--- config.mk ---
export PLATFORM = sky130hd
export DESIGN_NAME = magnetron_ctrl
export DESIGN_NICKNAME = d
export VERILOG_FILES = /design/src/rtl/magnetron_ctrl.sv
export SDC_FILE = /design/constraint.sdc
export NUM_CORES = 1
export LEC_CHECK = 0
export ABC_AREA = 1
export CORE_MARGIN = 5
export CORE_UTILIZATION = 35
export CTS_CLUSTER_SIZE = 14
export DETAILED_ROUTE_END_ITERATION = 8
export PLACE_DENSITY = 0.63
export SLEW_MARGIN = 10
export SYNTH_ARGS = -nofsm -noshare
export SYNTH_HDL_FRONTEND = slang
export SYNTH_SLANG_ARGS = --single-unit
--- constraint.sdc ---
create_clock -name clk -period 2.7 [get_ports clk]
set_input_delay 0.27 -clock clk [delete_from_list [all_inputs] [get_ports clk]]
set_output_delay 0.27 -clock clk [all_outputs]
set_load 0.02 [all_outputs]
--- src/rtl/magnetron_ctrl.sv ---
// Magnetron on/off controller: synchronised front-panel inputs, IDLE/COOKING/PAUSED
// session FSM and a windowed PWM of the magnetron enable by power level.
module magnetron_ctrl #(
  parameter int LEVELS      = 10,
  parameter int SLOT_CYCLES = 10,
  parameter int LW          = $clog2(LEVELS + 1)
) (
  input  logic          clk,
  input  logic          reset,
  input  logic          startn,
  input  logic          stopn,
  input  logic          clearn,
  input  logic          door_closed,
  input  logic          timer_done,
  input  logic [LW-1:0] power_level,
  output logic          mag_on,
  output logic          cooking,
  output logic          paused,
  output logic [1:0]    state,
  output logic          done_pulse
);

  localparam int WINDOW = LEVELS * SLOT_CYCLES;
  localparam int CW     = $clog2(WINDOW + 1);

  typedef enum logic [1:0] {
    IDLE    = 2'b00,
    COOKING = 2'b01,
    PAUSED  = 2'b10
  } state_e;

  // Button vectors are ordered {clear, stop, start}; level vectors {timer, door}.
  logic [2:0]    btn_s1_q, btn_s2_q, btn_prev_q;
  logic [1:0]    lvl_s1_q, lvl_s2_q;
  state_e        state_q, state_d;
  logic          done_q, done_d;
  logic [CW-1:0] cnt_q, cnt_d;
  logic [LW-1:0] lvl_q, lvl_d;

  logic          start_press, stop_press, clear_press;
  logic          door_s, timer_s;
  logic [LW-1:0] clamp_lvl;
  logic [CW-1:0] on_cycles;

  // NOTE: sequential state uses non-blocking assignments so every register
  // samples pre-edge values regardless of statement order.
  always_ff @(posedge clk) begin
    if (reset) begin
      btn_s1_q   <= '1;
      btn_s2_q   <= '1;
      btn_prev_q <= '1;
      lvl_s1_q   <= '0;
      lvl_s2_q   <= '0;
      state_q    <= IDLE;
      done_q     <= 1'b0;
      cnt_q      <= '0;
      lvl_q      <= '0;
    end else begin
      btn_s1_q   <= {clearn, stopn, startn};
      btn_s2_q   <= btn_s1_q;
      btn_prev_q <= btn_s2_q;
      lvl_s1_q   <= {timer_done, door_closed};
      lvl_s2_q   <= lvl_s1_q;
      state_q    <= state_d;
      done_q     <= done_d;
      cnt_q      <= cnt_d;
      lvl_q      <= lvl_d;
    end
  end

  // A press is the falling edge of the synchronised button: one per low transition.
  assign start_press = btn_prev_q[0] & ~btn_s2_q[0];
  assign stop_press  = btn_prev_q[1] & ~btn_s2_q[1];
  assign clear_press = btn_prev_q[2] & ~btn_s2_q[2];
  assign door_s      = lvl_s2_q[0];
  assign timer_s     = lvl_s2_q[1];

  assign clamp_lvl = (power_level > LW'(LEVELS)) ? LW'(LEVELS) : power_level;

  // NOTE: every always_comb output gets a default first so no path infers a latch.
  always_comb begin
    state_d = state_q;
    done_d  = 1'b0;
    unique case (state_q)
      IDLE: begin
        if (start_press && !stop_press && door_s && !timer_s && (power_level != '0))
          state_d = COOKING;
      end
      COOKING: begin
        if (clear_press) begin
          state_d = IDLE;
        end else if (timer_s) begin
          state_d = IDLE;
          done_d  = 1'b1;
        end else if (stop_press || !door_s) begin
          state_d = PAUSED;
        end
      end
      PAUSED: begin
        if (clear_press) begin
          state_d = IDLE;
        end else if (timer_s) begin
          state_d = IDLE;
          done_d  = 1'b1;
        end else if (stop_press) begin
          state_d = IDLE;
        end else if (start_press && door_s) begin
          state_d = COOKING;
        end
      end
      default: state_d = IDLE;
    endcase
  end

  // PWM window restarts on every entry into COOKING; level reloads on entry and wrap.
  always_comb begin
    cnt_d = '0;
    lvl_d = lvl_q;
    if (state_d == COOKING) begin
      if (state_q != COOKING || cnt_q == CW'(WINDOW - 1)) begin
        lvl_d = clamp_lvl;
      end else begin
        cnt_d = cnt_q + 1'b1;
      end
    end
  end

  assign on_cycles  = CW'(lvl_q) * CW'(SLOT_CYCLES);
  assign mag_on     = (state_q == COOKING) && (cnt_q < on_cycles);
  assign cooking    = (state_q == COOKING);
  assign paused     = (state_q == PAUSED);
  assign state      = state_q;
  assign done_pulse = done_q;

endmodule

# After elaboration in Yosys (flattened, before gate mapping)

Cells that the tools add are included.

Logic and storage cells: 54
Flip-flop bits (word level): 27
Output and inout port bits: 6
Input port bits: 11

$mul: 1
$add $sub $neg: 1
Muxes and demuxes: 11
Eq/ne operators: 5
Bitwise logic cells: 8
Order comparisons: 2
Reduce and logical (&&, ||, !) cells: 17

Operator list:

| cell                | number |
|---|---|
| $mux 2              | 8 |
| $add 7x1->7 const B | 1 |
| $eq 7x7->1 const B  | 1 |
| $lt 7x7->1          | 1 |
| $logic_and 1x1->1   | 6 |
| $mul 4x3->6 const B | 1 |
| $pmux 2 s3          | 1 |
| $reduce_or 3->1     | 2 |
| $not 1->1           | 5 |
| $eq 2x1->1 const B  | 2 |
| $gt 4x4->1 const B  | 1 |
| $mux 4              | 1 |
| $reduce_bool 4->1   | 1 |
| $and 1x1->1         | 3 |
| $logic_not 1->1     | 3 |
| $eq 2x2->1 const B  | 1 |
| $logic_not 2->1     | 1 |
| $logic_or 1x1->1    | 2 |
| $ne 2x1->1 const B  | 1 |
| $reduce_and 2->1    | 1 |
| $reduce_or 2->1     | 1 |
| $mux 1              | 1 |

# Logic depth before layout (Yosys ltp)

Depth in word-level cells: 12
Gate-level depth with buffers: 11
Mapped depth without buffers: 11

# Least setup slack after synthesis

No wires, ideal clock.

Path type: register to output
From: register lvl_q[1]
To: output mag_on
Cell stages (with the launch flop): 11
Arrival: 2135 ps
Slack: 295 ps
Cell sequence: dfxtp_1 -> ha_1 -> ha_1 -> fa_1 -> xnor2_1 -> ha_1 -> nand2_1 -> nor2_1 -> o21ai_0 -> o211ai_1 -> nor2_1

Cells in the longest elaborated chain, start to end: 3

Ends and longest elaborated chain:

| item                     | RTL line | source |
|---|---|---|
| start: declaration       | 38       | `logic [LW-1:0] lvl_q, lvl_d;` |
| start signal: assignment | 67       | `lvl_q <= lvl_d;` |
| $mul 4x3->6              | 128      | `assign on_cycles = CW'(lvl_q) * CW'(SLOT_CYCLES);` |
| $lt 7x7->1               | 129      | `assign mag_on = (state_q == COOKING) && (cnt_q < on_cycles);` |
| $logic_and 1x1->1        | 129      |  |
| end: declaration         | 16       | `output logic mag_on,` |

Every way passes these cells.

# Worst setup path in the final report

Same ends and word-level chain as after synthesis.

==> impl_metrics.py <==
metrics = {
    "pwr": {
        "total_power_w": 0.0006984,
        "p_leak_nw": 0.7093,
        "powerDensity_nw_per_um2": 407.8,
        "peakVddDrop_v": 0.0002671,
    },
    "route": {
        "wl_per_cell_um": 10.24,
        "vias_per_cell": 4.521,
        "vias": 1085,
        "ant_nets": 0,
        "drtIter0Drc": 68,
        "drc": 0,
        "wl_mm": 2.457,
        "dr.pass1.iters": 4,
    },
    "finish": {
        "nets": 218,
        "fin_util": 0.4576,
        "final_cell_mix": "nand2_1, dfxtp_1, inv_1, nor2_1, clkdlybuf4s50_1",
        "final_common_cell": "nand2_1",
        "diodes": 0,
        "final_area_sq_um": 1713,
        "drive_above_1_share": 0.1927,
        "syn_to_final_growth_pct": 24.12,
    },
    "timing": {
        "setup_viol": 0,
        "rsz0062_at_grt": "yes",
        "finalHoldViolCount": 0,
        "slew_headroom": 0.7977,
        "period_minus_slack_ns": 2.596,
        "tightest_slew_ns": 0.3035,
        "finalClockSkew_ns": 0.004707,
        "fin_crit_sh": 0.9613,
        "timing.fmax_mhz": 385.3,
        "fin_tns_setup_ns": 0,
        "drv_slew": 0,
    },
    "global_route": {
        "busiest_layer": "met2",
        "grtUsageMet3": 0.02617,
        "grt_pass1_wl_mm": 4.512,
        "antenna_found_initial": 0,
        "gr-total-overflow": 0,
        "grt_pass1_vias": 1078,
        "grtUsageMet2": 0.1653,
        "use_met1": 0.1429,
        "grt_start_max_net_pins": 17,
        "grt_usage": 0.1046,
    },
    "flow_run": {
        "maxCapViolCount": 0,
    },
    "logic_synthesis": {
        "muxShareOfSynthArea": 0,
        "syn_nets": 194,
        "synth_fa_ha_area_frac": 0.1324,
        "synth_seq_area_share": 0.3917,
        "netlist_area_sq_um": 1380,
        "yosysUniqueCellTypes": 26,
        "synth_top_family_by_area": "simple AND/OR/NAND/NOR gates",
        "synth-xor-area-share": 0.03808,
        "syn_avg_cell_area_sq_um": 8.166,
        "ys.warnings.count": 0,
        "ys_ff_latch": 27,
        "synth_cells": 169,
        "synth-simple-area-share": 0.3264,
        "synth-compound-area-share": 0.04896,
    },
    "cts": {
        "htreeDepth": 1,
        "cts_tree": "built",
        "post-cts-setup-buffer-count": 0,
        "insertion_delay_ns": 0.27,
        "clock-sinks": 27,
        "clk_pin_slew_ns": 0.09,
        "cts_buffers": 3,
        "clk_path_buf_depth": 2,
        "root_buffer": "clkbuf_8",
    },
    "floorplanning": {
        "ios": 17,
        "rows": 22,
        "die-width_um": 72.80,
        "die_y_um": 72.80,
        "die_area_sq_um": 5299,
        "start_util": 0.3686,
        "core_area_sq_um": 3744,
    },
    "place": {
        "gp_congestion": 0.8017,
        "io_buffers": 16,
        "dp_hpwl_mm": 1.887,
        "place_area_sq_um": 1627,
    },
    "critical_path": {
        "critPathCaptureType": "output pin",
        "cp_data_required_time_ns": 2.43,
        "worst-path-max-fanout": 2,
        "startpoint_type": "flop",
        "worstSetupPathType": "flop to output pin",
        "critPathArrivalTime_ns": 2.33,
    },
    "run_status": {
        "outcome": "complete, no violations",
    },
    "min_path": {
        "hold_class": "flop to flop",
    },
}
==> synthesized netlist by cell type <==
master,n,area share
nand2_4,1,0.0082
inv_1,21,0.057
a21oi_1,6,0.022
nand3_4,1,0.013
nand3_1,11,0.040
nor3b_2,1,0.0091
nor3_2,1,0.0073
fa_1,1,0.015
o211ai_1,1,0.0054
nand3b_1,2,0.011
dfxtp_1,27,0.39
clkbuf_1,1,0.0027
nand2_1,26,0.071
xor2_1,4,0.025
or2_2,7,0.032
o21ai_0,3,0.011
nand3_2,4,0.029
nor2_2,2,0.0091
nand2_2,3,0.014
ha_1,13,0.12
inv_2,1,0.0027
nor3_1,7,0.025
nand4_1,1,0.0045
xnor2_1,2,0.013
a21boi_0,2,0.011
nor2_1,20,0.054
==> sequential cells by signal, summed over array words and instances (netlist names) <==
signal	count
btn_s1_q	3
lvl_s1_q	2
state	2
done_pulse	1
lvl_q	4
cnt_q	7
btn_s2_q	3
lvl_s2_q	2
btn_prev_q	3
==> per-layer routing <==
| layer | vias to the layer above | part of all wire | wire [um] |
|---|---|---|---|
| met4 | 0 | 0.0081 | 20 |
| met2 | 22 | 0.43 | 1059 |
| met5 | - | 0 | 0 |
| met3 | 2 | 0.055 | 136 |
| met1 | 475 | 0.51 | 1241 |
| li1 | 586 | - | - |
==> per-stage QoR <==
| stage | hold slack, ns | std cells | setup WS [ns] |
|---|---|---|---|
| after floorplan | 0.3738 | 169 | 0.2945 |
| after global placement | 0.3914 | 236 | -0.1246 |
| after detailed placement | 0.3916 | 236 | -0.1775 |
| after CTS | 0.4057 | 240 | 0.02714 |
| after global routing | 0.4376 | 240 | -0.09107 |
| final | 0.4057 | 240 | 0.1045 |
==> final timing paths <==
kind / start / end / slack, ns / cells after the start
worst min-delay path: lvl_s1_q[0] / lvl_s2_q[0] / 0.41 / 2
worst max register to register: state[1] / cnt_q[3] / 0.99 / 9
worst max-delay path: lvl_q[1] / mag_on / 0.10 / 11
worst min register to register: lvl_s1_q[0] / lvl_s2_q[0] / 0.41 / 2
==> worst max-delay path: stages (launching register included) <==
cell      delay [ns]
dfxtp_2         0.34
ha_4            0.24
ha_4            0.15
fa_2            0.52
inv_1           0.04
ha_1            0.26
nand2_1         0.08
nor2_1          0.04
o21ai_1         0.06
o211ai_1        0.09
nor2_1          0.10
buf_4           0.15
==> cells by family (layout without fill, tap and decap cells) <==
group / Yosys count / in the layout
adders and majority gates: 14 / 14
xor gates and xnor gates: 6 / 6
AOI/OAI and AO/OA: 12 / 12
and+or+nand+nor: 87 / 87
buffers and inverters: 23 / 46
DFF: 27 / 27
==> timing repair <==
action | CTS | global route
pin swaps | 6 | 7
endpoints found under the hold margin | 0 | 0
hold buffers | 0 | 0
gates resized for setup | 9 | 5
endpoints found under the setup margin | 1 | 1
==> where the power goes <==
group	switching (W)	total, W	internal, W	leakage [nW]
sequential	0.00000461	0.000412	0.000408	0.221
combinational	0.0000286	0.0000601	0.0000315	0.466
clock	0.000122	0.000226	0.000104	0.0217
total	0.000155	0.000698	0.000544	0.709
==> final cells by class <==
class	instances	area, sq um
Multi-Input combinational cell	119	790.8
Clock inverter	1	7.507
Inverter	22	82.58
Fill cell	406	2031
Sequential cell	27	543.0
Timing Repair Buffer	20	187.7
Clock buffer	3	41.29
Tap cell	48	60.06
No activity file was read; power rests on OpenSTA's default activity.
